## src/rtl/ps2_host_rx.sv

```systemverilog
// PS/2 device-to-host receiver: synchronises and filters the PS/2 lines, frames 11-bit
// packets, checks start/parity/stop and queues good bytes in a small FIFO.
module ps2_host_rx #(
  parameter int unsigned FILTER    = 8,
  parameter int unsigned TIMEOUT   = 2000,
  parameter int unsigned FIFO_BITS = 3
) (
  input  logic       clk_sys,
  input  logic       reset_n,
  input  logic       ps2_clk,
  input  logic       ps2_data,
  input  logic       rd,
  output logic [7:0] dout,
  output logic       valid,
  output logic       busy,
  output logic       parity_err,
  output logic       frame_err,
  output logic       timeout_err,
  output logic       overflow
);

  localparam int unsigned Depth = 2 ** FIFO_BITS;
  localparam int unsigned FW    = $clog2(FILTER + 1);
  localparam int unsigned TW    = $clog2(TIMEOUT + 1);
  localparam int unsigned CW    = FIFO_BITS + 1;

  typedef enum logic [1:0] {StIdle, StData, StParity, StStop} state_e;

  logic          clk_s1_q, clk_s2_q, dat_s1_q, dat_s2_q;
  logic          clk_f_q, clk_f_d;
  logic [FW-1:0] fcnt_q, fcnt_d;
  logic          fall_q, fall_d;

  state_e        state_q, state_d;
  logic [2:0]    bitcnt_q, bitcnt_d;
  logic [7:0]    shreg_q, shreg_d;
  logic          par_q, par_d;
  logic [TW-1:0] tocnt_q, tocnt_d;
  logic          push_q, push_d;
  logic          perr_q, perr_d, ferr_q, ferr_d, terr_q, terr_d, ovf_q, ovf_d;

  logic [7:0]           mem [Depth];
  logic [FIFO_BITS-1:0] wptr_q, rptr_q;
  logic [CW-1:0]        count_q, count_d;
  logic                 pop, accept;

  // Filtered clock flips only after FILTER consecutive samples differing from it.
  always_comb begin
    fcnt_d  = '0;
    clk_f_d = clk_f_q;
    if (clk_s2_q != clk_f_q) begin
      if (fcnt_q == FW'(FILTER - 1)) clk_f_d = clk_s2_q;
      else                           fcnt_d  = fcnt_q + 1'b1;
    end
    fall_d = clk_f_q & ~clk_f_d;
  end

  always_comb begin
    state_d  = state_q;
    bitcnt_d = bitcnt_q;
    shreg_d  = shreg_q;
    par_d    = par_q;
    push_d   = 1'b0;
    perr_d   = 1'b0;
    ferr_d   = 1'b0;
    terr_d   = 1'b0;
    tocnt_d  = (state_q == StIdle || fall_q) ? '0 : tocnt_q + 1'b1;
    if (state_q != StIdle && tocnt_q == TW'(TIMEOUT)) begin
      terr_d  = 1'b1;
      state_d = StIdle;
      tocnt_d = '0;
    end else if (fall_q) begin
      case (state_q)
        StIdle: begin
          if (!dat_s2_q) begin
            state_d  = StData;
            bitcnt_d = '0;
            par_d    = 1'b1;
          end else begin
            ferr_d = 1'b1;
          end
        end
        StData: begin
          shreg_d  = {dat_s2_q, shreg_q[7:1]};
          par_d    = par_q ^ dat_s2_q;
          bitcnt_d = bitcnt_q + 1'b1;
          if (bitcnt_q == 3'd7) state_d = StParity;
        end
        StParity: begin
          par_d   = par_q ^ dat_s2_q;
          state_d = StStop;
        end
        StStop: begin
          if (!dat_s2_q)  ferr_d = 1'b1;
          else if (par_q) perr_d = 1'b1;
          else            push_d = 1'b1;
          state_d = StIdle;
        end
        default: state_d = StIdle;
      endcase
    end
  end

  // shreg_q stays stable in IDLE long enough to serve as the push data.
  assign pop    = rd & (count_q != '0);
  assign accept = push_q & ((count_q != CW'(Depth)) | pop);
  assign ovf_d  = push_q & ~accept;

  always_comb begin
    count_d = count_q;
    if (accept & ~pop)      count_d = count_q + 1'b1;
    else if (pop & ~accept) count_d = count_q - 1'b1;
  end

  always_ff @(posedge clk_sys) begin
    if (!reset_n) begin
      clk_s1_q <= 1'b1;
      clk_s2_q <= 1'b1;
      dat_s1_q <= 1'b1;
      dat_s2_q <= 1'b1;
      clk_f_q  <= 1'b1;
      fcnt_q   <= '0;
      fall_q   <= 1'b0;
      state_q  <= StIdle;
      bitcnt_q <= '0;
      shreg_q  <= '0;
      par_q    <= 1'b0;
      tocnt_q  <= '0;
      push_q   <= 1'b0;
      perr_q   <= 1'b0;
      ferr_q   <= 1'b0;
      terr_q   <= 1'b0;
      ovf_q    <= 1'b0;
      wptr_q   <= '0;
      rptr_q   <= '0;
      count_q  <= '0;
    end else begin
      clk_s1_q <= ps2_clk;
      clk_s2_q <= clk_s1_q;
      dat_s1_q <= ps2_data;
      dat_s2_q <= dat_s1_q;
      clk_f_q  <= clk_f_d;
      fcnt_q   <= fcnt_d;
      fall_q   <= fall_d;
      state_q  <= state_d;
      bitcnt_q <= bitcnt_d;
      shreg_q  <= shreg_d;
      par_q    <= par_d;
      tocnt_q  <= tocnt_d;
      push_q   <= push_d;
      perr_q   <= perr_d;
      ferr_q   <= ferr_d;
      terr_q   <= terr_d;
      ovf_q    <= ovf_d;
      if (accept) wptr_q <= wptr_q + 1'b1;
      if (pop)    rptr_q <= rptr_q + 1'b1;
      count_q  <= count_d;
    end
  end

  always_ff @(posedge clk_sys) begin
    if (reset_n && accept) mem[wptr_q] <= shreg_q;
  end

  assign dout        = mem[rptr_q];
  assign valid       = (count_q != '0);
  assign busy        = (state_q != StIdle);
  assign parity_err  = perr_q;
  assign frame_err   = ferr_q;
  assign timeout_err = terr_q;
  assign overflow    = ovf_q;

endmodule

```

## config.mk

```make
export PLATFORM = sky130hd
export DESIGN_NAME = ps2_host_rx
export DESIGN_NICKNAME = d
export VERILOG_FILES = /design/src/rtl/ps2_host_rx.sv
export SDC_FILE = /design/constraint.sdc
export NUM_CORES = 1
export LEC_CHECK = 0
export CAP_MARGIN = 20
export CORE_ASPECT_RATIO = 1.75
export CORE_MARGIN = 8
export CORE_UTILIZATION = 55
export CTS_CLUSTER_SIZE = 25
export DETAILED_ROUTE_END_ITERATION = 10
export GPL_ROUTABILITY_DRIVEN = 0
export GPL_TIMING_DRIVEN = 0
export HOLD_SLACK_MARGIN = 0.1
export PLACE_DENSITY = 0.77
export RECOVER_POWER = 25
export SLEW_MARGIN = 15
export SYNTH_ARGS = -nofsm -noshare
export SYNTH_HDL_FRONTEND = slang
export SYNTH_SLANG_ARGS = --single-unit
```

## constraint.sdc

```tcl
create_clock -name clk_sys -period 2.7 [get_ports clk_sys]
set_clock_uncertainty 0.15 [all_clocks]
set_input_delay 0.54 -clock clk_sys [delete_from_list [all_inputs] [get_ports clk_sys]]
set_output_delay 0.54 -clock clk_sys [all_outputs]
set_load 0.03 [all_outputs]
```

==> run_results.csv <==
group,metric,value,unit
final_layout,finalNetCount,396,
yosys,synth_ff_type,"edfxtp_1",
yosys,yosysSeqAreaShare,62.97,%
die,dieArea,11960,sq um
routing,drtIter0Drc,170,
routing,via_per_inst,5.375,
timing,tightest_slew,888.8,ps
setup_path,cp.required,2570,ps
global_routing,grt_use_total,15.70,%
yosys,synth_area_leaders,"edfxtp_1 (41%), dfxtp_1 (22%), mux4_2 (6.2%)",
cts,cts_sinks,117,
routing,final_antenna_net_count,0,
yosys,synth_xor_area_share,3.328,%
pwr,p_per_area,712.7,nW/um^2
yosys,ys_types,44,
yosys,synth_cells,337,
cts,ctsHoldBuffers,0,
cts,clk_latency,400,ps
cts,numCtsBuffers,17,
cts,ctsHtreeMaxLevel,4,
routing,drtPass1Iterations,4,
timing,holdWs,256.6,ps
final_layout,diodes,0,
final_layout,fin_util,66.96,%
place,numPortBuffers,18,
yosys,async_reset_ff_share,0,%
yosys,synth_enable_flop_cells,64,
die,rows,45,
yosys,synthAdderAreaFrac,4.120,%
setup_path,worst_setup_path_end_kind,"flip-flop",
final_layout,drive_above_1_share,21.08,%
global_routing,first_global_vias,2872,
place,dp_hpwl,5760,um
setup_path,cp_cell_sequence,"clkdlybuf4s50_1 -> clkbuf_1 -> nand3_1 -> nor3_2",
timing,slew_violations,0,
yosys,synth-seq-cells,117,
setup_path,crit_type,"in -> reg",
timing,setup_viol,16,
die,die_w,86.16,um
cts,cts.path.max_buffers,2,
routing,num_vias,2720,
timing,finalHoldViolations,0,
yosys,synth-simple-area-share,11.52,%
timing,fin_ws,-93.11,ps
timing,min_period,2793,ps
global_routing,antenna_found_initial,0,
timing,rsz0062_at_grt,"yes",
status,violations,"negative setup slack",
setup_path,cp_slowest_cell,"nor3_2",
yosys,syn-cell-area,4737,sq um
setup_path,max_stage_delay,720,ps
setup_path,worstPathMaxFanout,10,
pwr,ir_drop,0.5740,mV
routing,drc_errors,0,
die,dieHeight,138.8,um
yosys,yosysTopAreaCell,"edfxtp_1",
global_routing,grt_overflow_total,0,
cts,cts_tree,"yes",
die,coreArea,8502,sq um
setup_path,startpoint_type,"primary input",
setup_path,crit_buf_inv,2,
timing,slew_headroom,40.53,%
global_routing,grt_max_degree,17,
final_layout,area_delta_synth_final,20.18,%
hold_path,holdCritPathClass,"reg -> reg",
pwr,leakage,2.175,nW
yosys,synth_top_family_by_area,"multiplexers",
cts,worst_setup_hold_path_clk_slew,50,ps
pwr,finalPower,4.058,mW
yosys,synth_compound_area_share,2.958,%
final_layout,fillers,592,
routing,wl,8740,um
yosys,yosysWarnings,0,
timing,fin_crit_sh,103.4,%
yosys,synth_top_area_share,40.57,%
status,status,"complete, but fails checks",
setup_path,cp_data_arrival_time,2660,ps
timing,fmax,358.0,MHz
yosys,yosys-mux-area-fraction,12.70,%
flow_run,maxCapViolations,0,
routing,wl_per_cell,17.27,um
yosys,syn-num-nets,357,
global_routing,grt_pass1_wl,14160,um
die,ios,19,
setup_path,crit_family,"buffers and inverters",
cts,ctsRootBufferMaster,"clkbuf_16",
yosys,avgSynthCellArea,14.06,sq um
die,start_util,55.72,%
## worst register-to-register path: stages, from the launching register on
cell and delay (ps):
dfxtp_1 370, or3_4 440, o21ai_2 150, inv_1 90, ha_1 210, inv_1 140
ha_1 290, a21oi_2 180, a211oi_1 90, a31oi_1 190, mux2i_1 190
## stage by stage
step / setup TNS (ps) / cell area, sq um / setup slack, ps / instances
after floorplan: 0 / 4737 / 237.8 / 337
after global placement: -24920 / 5064 / -792.4 / 472
after detailed placement: -24610 / 5074 / -528.7 / 472
after CTS: -1018 / 5648 / -76.52 / 505
after global routing: -3612 / 5693 / -213.8 / 506
final: -1257 / 5693 / -93.11 / 506
## routing by layer
| metal | global-route usage (%) | vias up | routed length [um] |
|---|---|---|---|
| li1 | - | 1313 | - |
| met1 | 15.26 | 1358 | 3269 |
| met2 | 28.70 | 41 | 5055 |
| met3 | 5.282 | 8 | 294 |
| met4 | 6.691 | 0 | 121 |
| met5 | 0 | - | 0 |
## cell families after synthesis
kind of cell	count (synthesis)
DFF	117
and+or+nand+nor	106
muxes	38
buffers and inverters	24
AOI/OAI and AO/OA	19
xor gates and xnor gates	18
adders and majority gates	15
## placed cells by master (no fill, tap or decap), types with 8 or more instances in the layout
cell,count
mux4_2,15
nand2_1,26
nand2b_1,8
inv_1,13
nor2_1,24
dfxtp_1,52
edfxtp_1,64
mux2i_1,14
clkdlybuf4s50_1,10
mux2_2,8
ha_1,14
nand3_1,10
xnor2_1,13
clkbuf_1,8
clkbuf_16,18
## cells in the mapped netlist (2+ instances only)
cell / number
a21boi_0: 2
o22ai_1: 3
nor3_1: 9
o21ai_0: 3
and3_1: 2
mux4_1: 3
inv_1: 13
a211oi_1: 3
and2_1: 7
ha_1: 14
a31oi_1: 2
xor2_1: 5
nand4_1: 2
nand2b_1: 9
dfxtp_1: 53
a21oi_1: 2
clkbuf_1: 6
nand2_1: 26
buf_6: 3
or3_1: 3
mux2_2: 8
nor2b_1: 2
mux2i_1: 14
nand3_1: 10
nor2_1: 26
mux4_2: 13
xnor2_1: 13
nor3_4: 2
edfxtp_1: 64
## where the power goes
group          switching (mW)  total, mW  internal (mW)
logic                  0.0163     0.0284         0.0120
clock network           0.730       2.16           1.43
registers             0.00209       1.87           1.86
total                   0.749       4.06           3.31
## repair_timing
action	in CTS	in global routing
gates resized for setup	46	11
pin swaps	1	0
buffers inserted	2	0
gates cloned	0	1
setup endpoints to repair	41	29
## registers in the layout, summed over array words and instances (netlist names), 2 cells and up, named ones only
signal    count
bitcnt_q      3
count_q       4
fcnt_q        4
mem          64
rptr_q        3
shreg_q       8
state_q       2
tocnt_q      11
wptr_q        3
## path summary, 6_finish.rpt
check	start	to	slack, ps	cells after the start
worst max-delay path	reset_n	mem[1][0]$_DFFE_PP_	-90	4
worst min-delay path	clk_s1_q$_SDFF_PN1_	clk_s2_q$_SDFF_PN1_	260	1
worst max register to register	count_q[0]$_SDFFE_PN0P_	count_q[3]$_SDFFE_PN0P_	160	10
worst min register to register	clk_s1_q$_SDFF_PN1_	clk_s2_q$_SDFF_PN1_	260	1
## final cells by class
cell class              instances  area, sq um  area share (%)
flip-flops and latches        117         2984           52.42
plain buffers                  10        72.57           1.275
inverters                      13        48.80          0.8571
clock inverters                12        136.4           2.396
clock buffers                  20        436.7           7.670
repair buffers                 21        203.9           3.582
multi-input cells             196         1664           29.23
well taps                     117        146.4           2.571
(Power assumes the default switching activity.)
